**src/rtl/knn_pkg.sv**
```systemverilog
// knn_pkg: shared default widths and the saturated distance tag for the k-NN datapath
package knn_pkg;
    localparam int KNN_DATA_W  = 32;
    localparam int KNN_TAG_W   = 32;
    localparam int KNN_COORD_W = 16;
    localparam int KNN_DIMS    = 2;
    localparam int KNN_DEPTH   = 8;
    // all-ones is the queue's empty-min sentinel, so real distances top out one below it
    localparam logic [KNN_TAG_W-1:0] KNN_SAT_TAG = ~KNN_TAG_W'(1);
endpackage

```
**src/rtl/dist_sq_pipe.sv**
```systemverilog
// dist_sq_pipe: three-stage squared Euclidean distance pipeline with per-stage backpressure
module dist_sq_pipe
    import knn_pkg::*;
#(
    parameter int DATA_WIDTH  = KNN_DATA_W,
    parameter int TAG_WIDTH   = KNN_TAG_W,
    parameter int COORD_WIDTH = KNN_COORD_W,
    parameter int DIMS        = KNN_DIMS
) (
    input  logic                        clk_in,
    input  logic                        rst_in,
    input  logic                        stall,
    input  logic                        cand_valid,
    input  logic [DATA_WIDTH-1:0]       cand_data,
    input  logic [DIMS*COORD_WIDTH-1:0] cand_coord,
    input  logic [DIMS*COORD_WIDTH-1:0] query,
    output logic                        cand_ready,
    output logic                        res_valid,
    output logic [DATA_WIDTH-1:0]       res_data,
    output logic [TAG_WIDTH-1:0]        res_tag,
    output logic                        busy
);
    localparam int DW  = COORD_WIDTH + 1;
    localparam int SQW = 2 * DW;
    localparam int SW0 = SQW + $clog2(DIMS) + 1;
    localparam int SW  = SW0 > TAG_WIDTH ? SW0 : TAG_WIDTH + 1;
    localparam logic [TAG_WIDTH-1:0] SAT = ~TAG_WIDTH'(1);
    localparam logic [SW-1:0] LIM = SW'({TAG_WIDTH{1'b1}});

    logic                   v1, v2, v3, r1, r2, r3;
    logic [DATA_WIDTH-1:0]  id1, id2, id3;
    logic signed [DW-1:0]   diff1 [DIMS];
    logic signed [DW-1:0]   diff_n [DIMS];
    logic [SQW-1:0]         sq2 [DIMS];
    logic [SQW-1:0]         sq_n [DIMS];
    logic [SW-1:0]          sum_n;
    logic [TAG_WIDTH-1:0]   tag3;

    // a stage may load when empty or when its contents move on this cycle
    assign r3 = !v3 || !stall;
    assign r2 = !v2 || r3;
    assign r1 = !v1 || r2;

    always_comb begin
        sum_n = '0;
        for (int d = 0; d < DIMS; d++) begin
            diff_n[d] = DW'($signed(query[d*COORD_WIDTH +: COORD_WIDTH]))
                      - DW'($signed(cand_coord[d*COORD_WIDTH +: COORD_WIDTH]));
            sq_n[d] = SQW'(diff1[d]) * SQW'(diff1[d]);
            sum_n = sum_n + SW'(sq2[d]);
        end
    end

    always_ff @(posedge clk_in) begin
        if (rst_in) begin
            {v1, v2, v3} <= '0;
            {id1, id2, id3} <= '0;
            tag3 <= '0;
            for (int d = 0; d < DIMS; d++) begin
                diff1[d] <= '0;
                sq2[d] <= '0;
            end
        end else begin
            if (r1) begin
                v1 <= cand_valid;
                if (cand_valid) begin
                    id1 <= cand_data;
                    for (int d = 0; d < DIMS; d++) diff1[d] <= diff_n[d];
                end
            end
            if (r2) begin
                v2 <= v1;
                if (v1) begin
                    id2 <= id1;
                    for (int d = 0; d < DIMS; d++) sq2[d] <= sq_n[d];
                end
            end
            if (r3) begin
                v3 <= v2;
                if (v2) begin
                    id3 <= id2;
                    tag3 <= sum_n >= LIM ? SAT : sum_n[TAG_WIDTH-1:0];
                end
            end
        end
    end

    assign cand_ready = r1;
    assign res_valid  = v3;
    assign res_data   = id3;
    assign res_tag    = tag3;
    assign busy       = v1 || v2 || v3;
endmodule

```
**src/rtl/distance_enqueuer.sv**
```systemverilog
// distance_enqueuer: computes candidate distances to a query and enqueues them under credit flow control
module distance_enqueuer
    import knn_pkg::*;
#(
    parameter int DATA_WIDTH  = KNN_DATA_W,
    parameter int TAG_WIDTH   = KNN_TAG_W,
    parameter int COORD_WIDTH = KNN_COORD_W,
    parameter int DIMS        = KNN_DIMS,
    parameter int DEPTH       = KNN_DEPTH
) (
    input  logic                        clk_in,
    input  logic                        rst_in,
    input  logic [DIMS*COORD_WIDTH-1:0] query_in,
    input  logic                        query_load_in,
    input  logic [DATA_WIDTH-1:0]       cand_data_in,
    input  logic [DIMS*COORD_WIDTH-1:0] cand_coord_in,
    input  logic                        cand_valid_in,
    output logic                        cand_ready_out,
    output logic [DATA_WIDTH-1:0]       enq_data_out,
    output logic [TAG_WIDTH-1:0]        enq_tag_out,
    output logic                        enq_out,
    input  logic                        deq_req_in,
    input  logic                        deq_stall_in,
    input  logic                        deq_done_in,
    output logic                        busy_out,
    output logic [15:0]                 result_count_out
);
    localparam int CW = $clog2(DEPTH) + 1;

    logic                        armed, pipe_ready, res_valid, busy, fire, load_ok;
    logic [DIMS*COORD_WIDTH-1:0] query;
    logic [CW-1:0]               credits;
    logic [15:0]                 count;

    // a coincident enqueue would make the queue drop its dequeue request
    assign fire    = res_valid && credits != '0 && !deq_req_in && !deq_stall_in && !rst_in;
    assign load_ok = query_load_in && !busy;

    dist_sq_pipe #(
        .DATA_WIDTH (DATA_WIDTH),
        .TAG_WIDTH  (TAG_WIDTH),
        .COORD_WIDTH(COORD_WIDTH),
        .DIMS       (DIMS)
    ) u_pipe (
        .clk_in    (clk_in),
        .rst_in    (rst_in),
        .stall     (!fire),
        .cand_valid(cand_valid_in && armed),
        .cand_data (cand_data_in),
        .cand_coord(cand_coord_in),
        .query     (query),
        .cand_ready(pipe_ready),
        .res_valid (res_valid),
        .res_data  (enq_data_out),
        .res_tag   (enq_tag_out),
        .busy      (busy)
    );

    always_ff @(posedge clk_in) begin
        if (rst_in) begin
            armed <= 1'b0;
            query <= '0;
            credits <= CW'(DEPTH);
            count <= '0;
        end else begin
            if (load_ok) begin
                armed <= 1'b1;
                query <= query_in;
            end
            count <= load_ok ? '0 : fire ? count + 16'd1 : count;
            credits <= fire && !deq_done_in ? credits - CW'(1)
                     : deq_done_in && !fire && credits != CW'(DEPTH) ? credits + CW'(1)
                     : credits;
        end
    end

    assign cand_ready_out   = armed && pipe_ready && !rst_in;
    assign enq_out          = fire;
    assign busy_out         = busy && !rst_in;
    assign result_count_out = count;
endmodule

```
**config.mk**
```make
export PLATFORM = sky130hd
export DESIGN_NAME = distance_enqueuer
export DESIGN_NICKNAME = d
export VERILOG_FILES = /design/src/rtl/knn_pkg.sv /design/src/rtl/dist_sq_pipe.sv /design/src/rtl/distance_enqueuer.sv
export SDC_FILE = /design/constraint.sdc
export NUM_CORES = 2
export LEC_CHECK = 0
export CAP_MARGIN = 20
export CORE_UTILIZATION = 60
export DETAILED_ROUTE_END_ITERATION = 6
export GPL_TIMING_DRIVEN = 1
export PLACE_DENSITY = 0.8
export SYNTH_ARGS = -nofsm -noshare
export SYNTH_HDL_FRONTEND = slang
export SYNTH_SLANG_ARGS = --single-unit
```
**constraint.sdc**
```tcl
create_clock -name clk_in -period 10.52 [get_ports clk_in]
set_input_delay 2.104 -clock clk_in [delete_from_list [all_inputs] [get_ports clk_in]]
set_output_delay 2.104 -clock clk_in [all_outputs]
set_load 0.02 [all_outputs]
```
==> out/results.txt <==
pre-CTS setup slack: 3280 ps
EDFF count, synth: 100
Final setup viols: 0
routed wire length: 75800 um
Slew HR: 38.5%
first-pass GRT wire length: 127000 um
commonest non-fill, non-tap cells in the layout: 778 x inv_1, 534 x fa_1, 364 x nand2_1
pwr/cell area: 215 nW/um^2
Critical Path Sink Type: register
Req. time, crit path: 10840 ps
die height: 237 um
cts bufs inserted: 31
maximum clock insertion buffer count: 3
H-tree lvl count: 1
Core Area: 54100 sq um
final setup TNS: 0 ps
share of cells above drive strength 1: 2.67%
Worst path max stage delay: 760 ps
DRT iter0 DRCs: 1500
switching power: 3.73 mW
fin worst setup slack: 3140 ps
CP Class: reg2reg
initial antenna violation count: 1
post-place instance area: 35500 sq um
Starting Density: 61.2%
CP arrival: 7700 ps
Routed Antenna Nets: 0
post-synth top area share: 32.3%
worst-margin pin slew: 909 ps
clk_lat worst skew: 590 ps
Synthesized Nets: 4474
Async SR Flop Fraction: 0%
min Tclk post-route: 7380 ps
Worst Skew: 17.7 ps
Fin. Hold Viols: 0
CTS tree: yes
RSZ-0062 raised after global routing: false
grt total ovfl: 0
register bit total from synthesis: 284
Seq pwr share: 16.4%
routability cong.: 0.948
Synth Flop Type: dfxtp_1
Largest delay share family, worst path: adder cells
post-CTS sizing: 0
HPWL after DPL: 60800 um
cell taking the most area after synthesis: fa_1
CTS Sinks: 284
switching share of total power: 47.4%
drt pass-1 iters: 6
row cnt: 85
Internal: 4.13 mW
worst ir drop on vdd: 0.263 mV
WP buf/inv: 4
Wirelength per Cell: 17.2 um
Die Footprint: 56200 sq um
synth top area cells: fa_1 32%, dfxtp_1 11%, ha_1 9.5%
sequential fraction of the synthesis area: 20.2%
Syn Inst Count: 3585
status: complete, no violations
Leakage: 17.7 nW
YS warnings: 0
total global-route track usage: 28.2%
clock share of power: 13.9%
Max Clk Rate: 136 MHz
area delta synth->final: 10.2%
hold crit path type: reg2reg
total number of vias: 24564
startpoint types: register
Mapped Avg Cell Area: 9.24 sq um
num ports: 186
commonest non-fill, non-tap cell in the layout: inv_1
post-route clock period utilization: 70.2%
vias in the first global route: 25782
Slowest-stage cell, CP: edfxtp_1
post-synth cell types: 77
Max-cap violations: 0
IO Port Bufs: 185
CTS Root Cell: clkbuf_16
Reg clk slew, reported paths: 70 ps
design area: 36500 sq um
most frequent CP cell: fa_1
Syn Std Cell Area: 33100 sq um
combinational fraction of design power: 69.8%
width of the chip: 237 um
DRC: 0
Slew Viols, Final: 0
Post-CTS Setup Bufs: 0
largest net degree at the start of global routing: 76
crit-path cells: inv_1 > nor2_1 > ha_1 > xor2_1 > fa_1 > fa_1 > inv_1 > fa_1 > fa_1 > inv_1 > fa_1 > inv_1 > ha_1 > nand4_1 > a2111oi_0 > nor4b_1 > or4b_1 > a31oi_1 > o21a_1 > nor3_1
crit path max fanout: 15
Nets: 4579
cts hold-fix bufs: 0
Via density: 5.57
-- cells by family after synthesis --
family | count (synthesis) | share of synthesized area, %
buffers and inverters | 912 | 10.4
AND/OR/NAND/NOR | 898 | 12.7
adder cells (fa/ha/maj) | 786 | 41.8
AO/OA/AOI/OAI | 553 | 10.9
flip-flops | 284 | 20.2
XOR/XNOR | 142 | 3.75
multiplexers | 10 | 0.310
-- state kept, by name, summed over array words and instances, names as in the netlist --
name              count
armed                 1
u_pipe.res_valid      1
query                32
credits               4
u_pipe.v2             1
u_pipe.id2           32
u_pipe.diff1         34
u_pipe.v1             1
u_pipe.res_data      32
u_pipe.res_tag       32
u_pipe.sq2           66
u_pipe.id1           32
result_count_out     16
-- Yosys cell counts, types with 43 or more instances --
master    count
inv_1       779
fa_1        534
nand2_1     364
ha_1        252
a21oi_1     190
nor2_1      187
dfxtp_1     184
clkbuf_1    120
and2_1      115
edfxtp_1    100
o21ai_0      92
xnor2_1      81
a22o_1       65
xor2_1       61
a21o_1       43
-- final cells by class --
class / count / area, sq um
repair buffers: 203 / 1980
diodes: 1 / 2.50
inverters: 781 / 2930
fillers: 4285 / 17600
clock inverters: 19 / 196
clock buffers: 36 / 805
multi-input cells: 2389 / 23000
flip-flops and latches: 284 / 6690
well taps: 696 / 871
-- tightest hold or removal path, delay by kind of cell, from the launching register on --
family          cells  cell delay [ps]
simple gates        1               50
compound gates      1               50
flops               1              310
-- stage by stage --
stage | power [mW] | utilization, % | hold WS, ps | instances
after floorplan | 5.59 | - | 432 | 3585
after global placement | 6.57 | 65.6 | 440 | 4353
after detailed placement | 6.74 | 65.6 | 444 | 4353
after CTS | 7.88 | 67.4 | 455 | 4408
after global routing | 8.75 | 67.4 | 474 | 4408
final | 7.86 | 67.4 | 451 | 4409
-- power groups by stage --
| stage | Clock [mW] | Sequential, mW | Combinational, mW |
|---|---|---|---|
| final | 1.09 | 1.29 | 5.48 |
| after global routing | 1.15 | 1.29 | 6.30 |
| after CTS | 1.11 | 1.28 | 5.49 |
| after detailed placement | 0 | 1.31 | 5.44 |
| after global placement | 0 | 1.31 | 5.26 |
| after floorplan | 0 | 1.26 | 4.32 |
-- metal layers --
layer,track usage [%],vias up,wire length [um]
li1,-,11524,-
met1,36.1,12085,30400
met2,48.5,805,37200
met3,5.55,148,5820
met4,8.24,2,2310
met5,0,-,11
-- final timing paths --
| kind | start | endpoint | slack, ps | cells past startpoint |
|---|---|---|---|---|
| worst max-delay path | u_pipe.diff1[0][3]$_SDFFCE_PN0P_ | u_pipe.sq2[0][30]$_SDFFCE_PN0P_ | 3140 | 20 |
| worst max register to register | u_pipe.diff1[0][3]$_SDFFCE_PN0P_ | u_pipe.sq2[0][30]$_SDFFCE_PN0P_ | 3140 | 20 |
| worst min register to register | u_pipe.id2[8]$_SDFFE_PP0P_ | u_pipe.res_data[8]$_SDFFE_PP0P_ | 450 | 2 |
| worst min-delay path | u_pipe.id2[8]$_SDFFE_PP0P_ | u_pipe.res_data[8]$_SDFFE_PP0P_ | 450 | 2 |
Note: power is estimated with default switching activity, not from simulation.
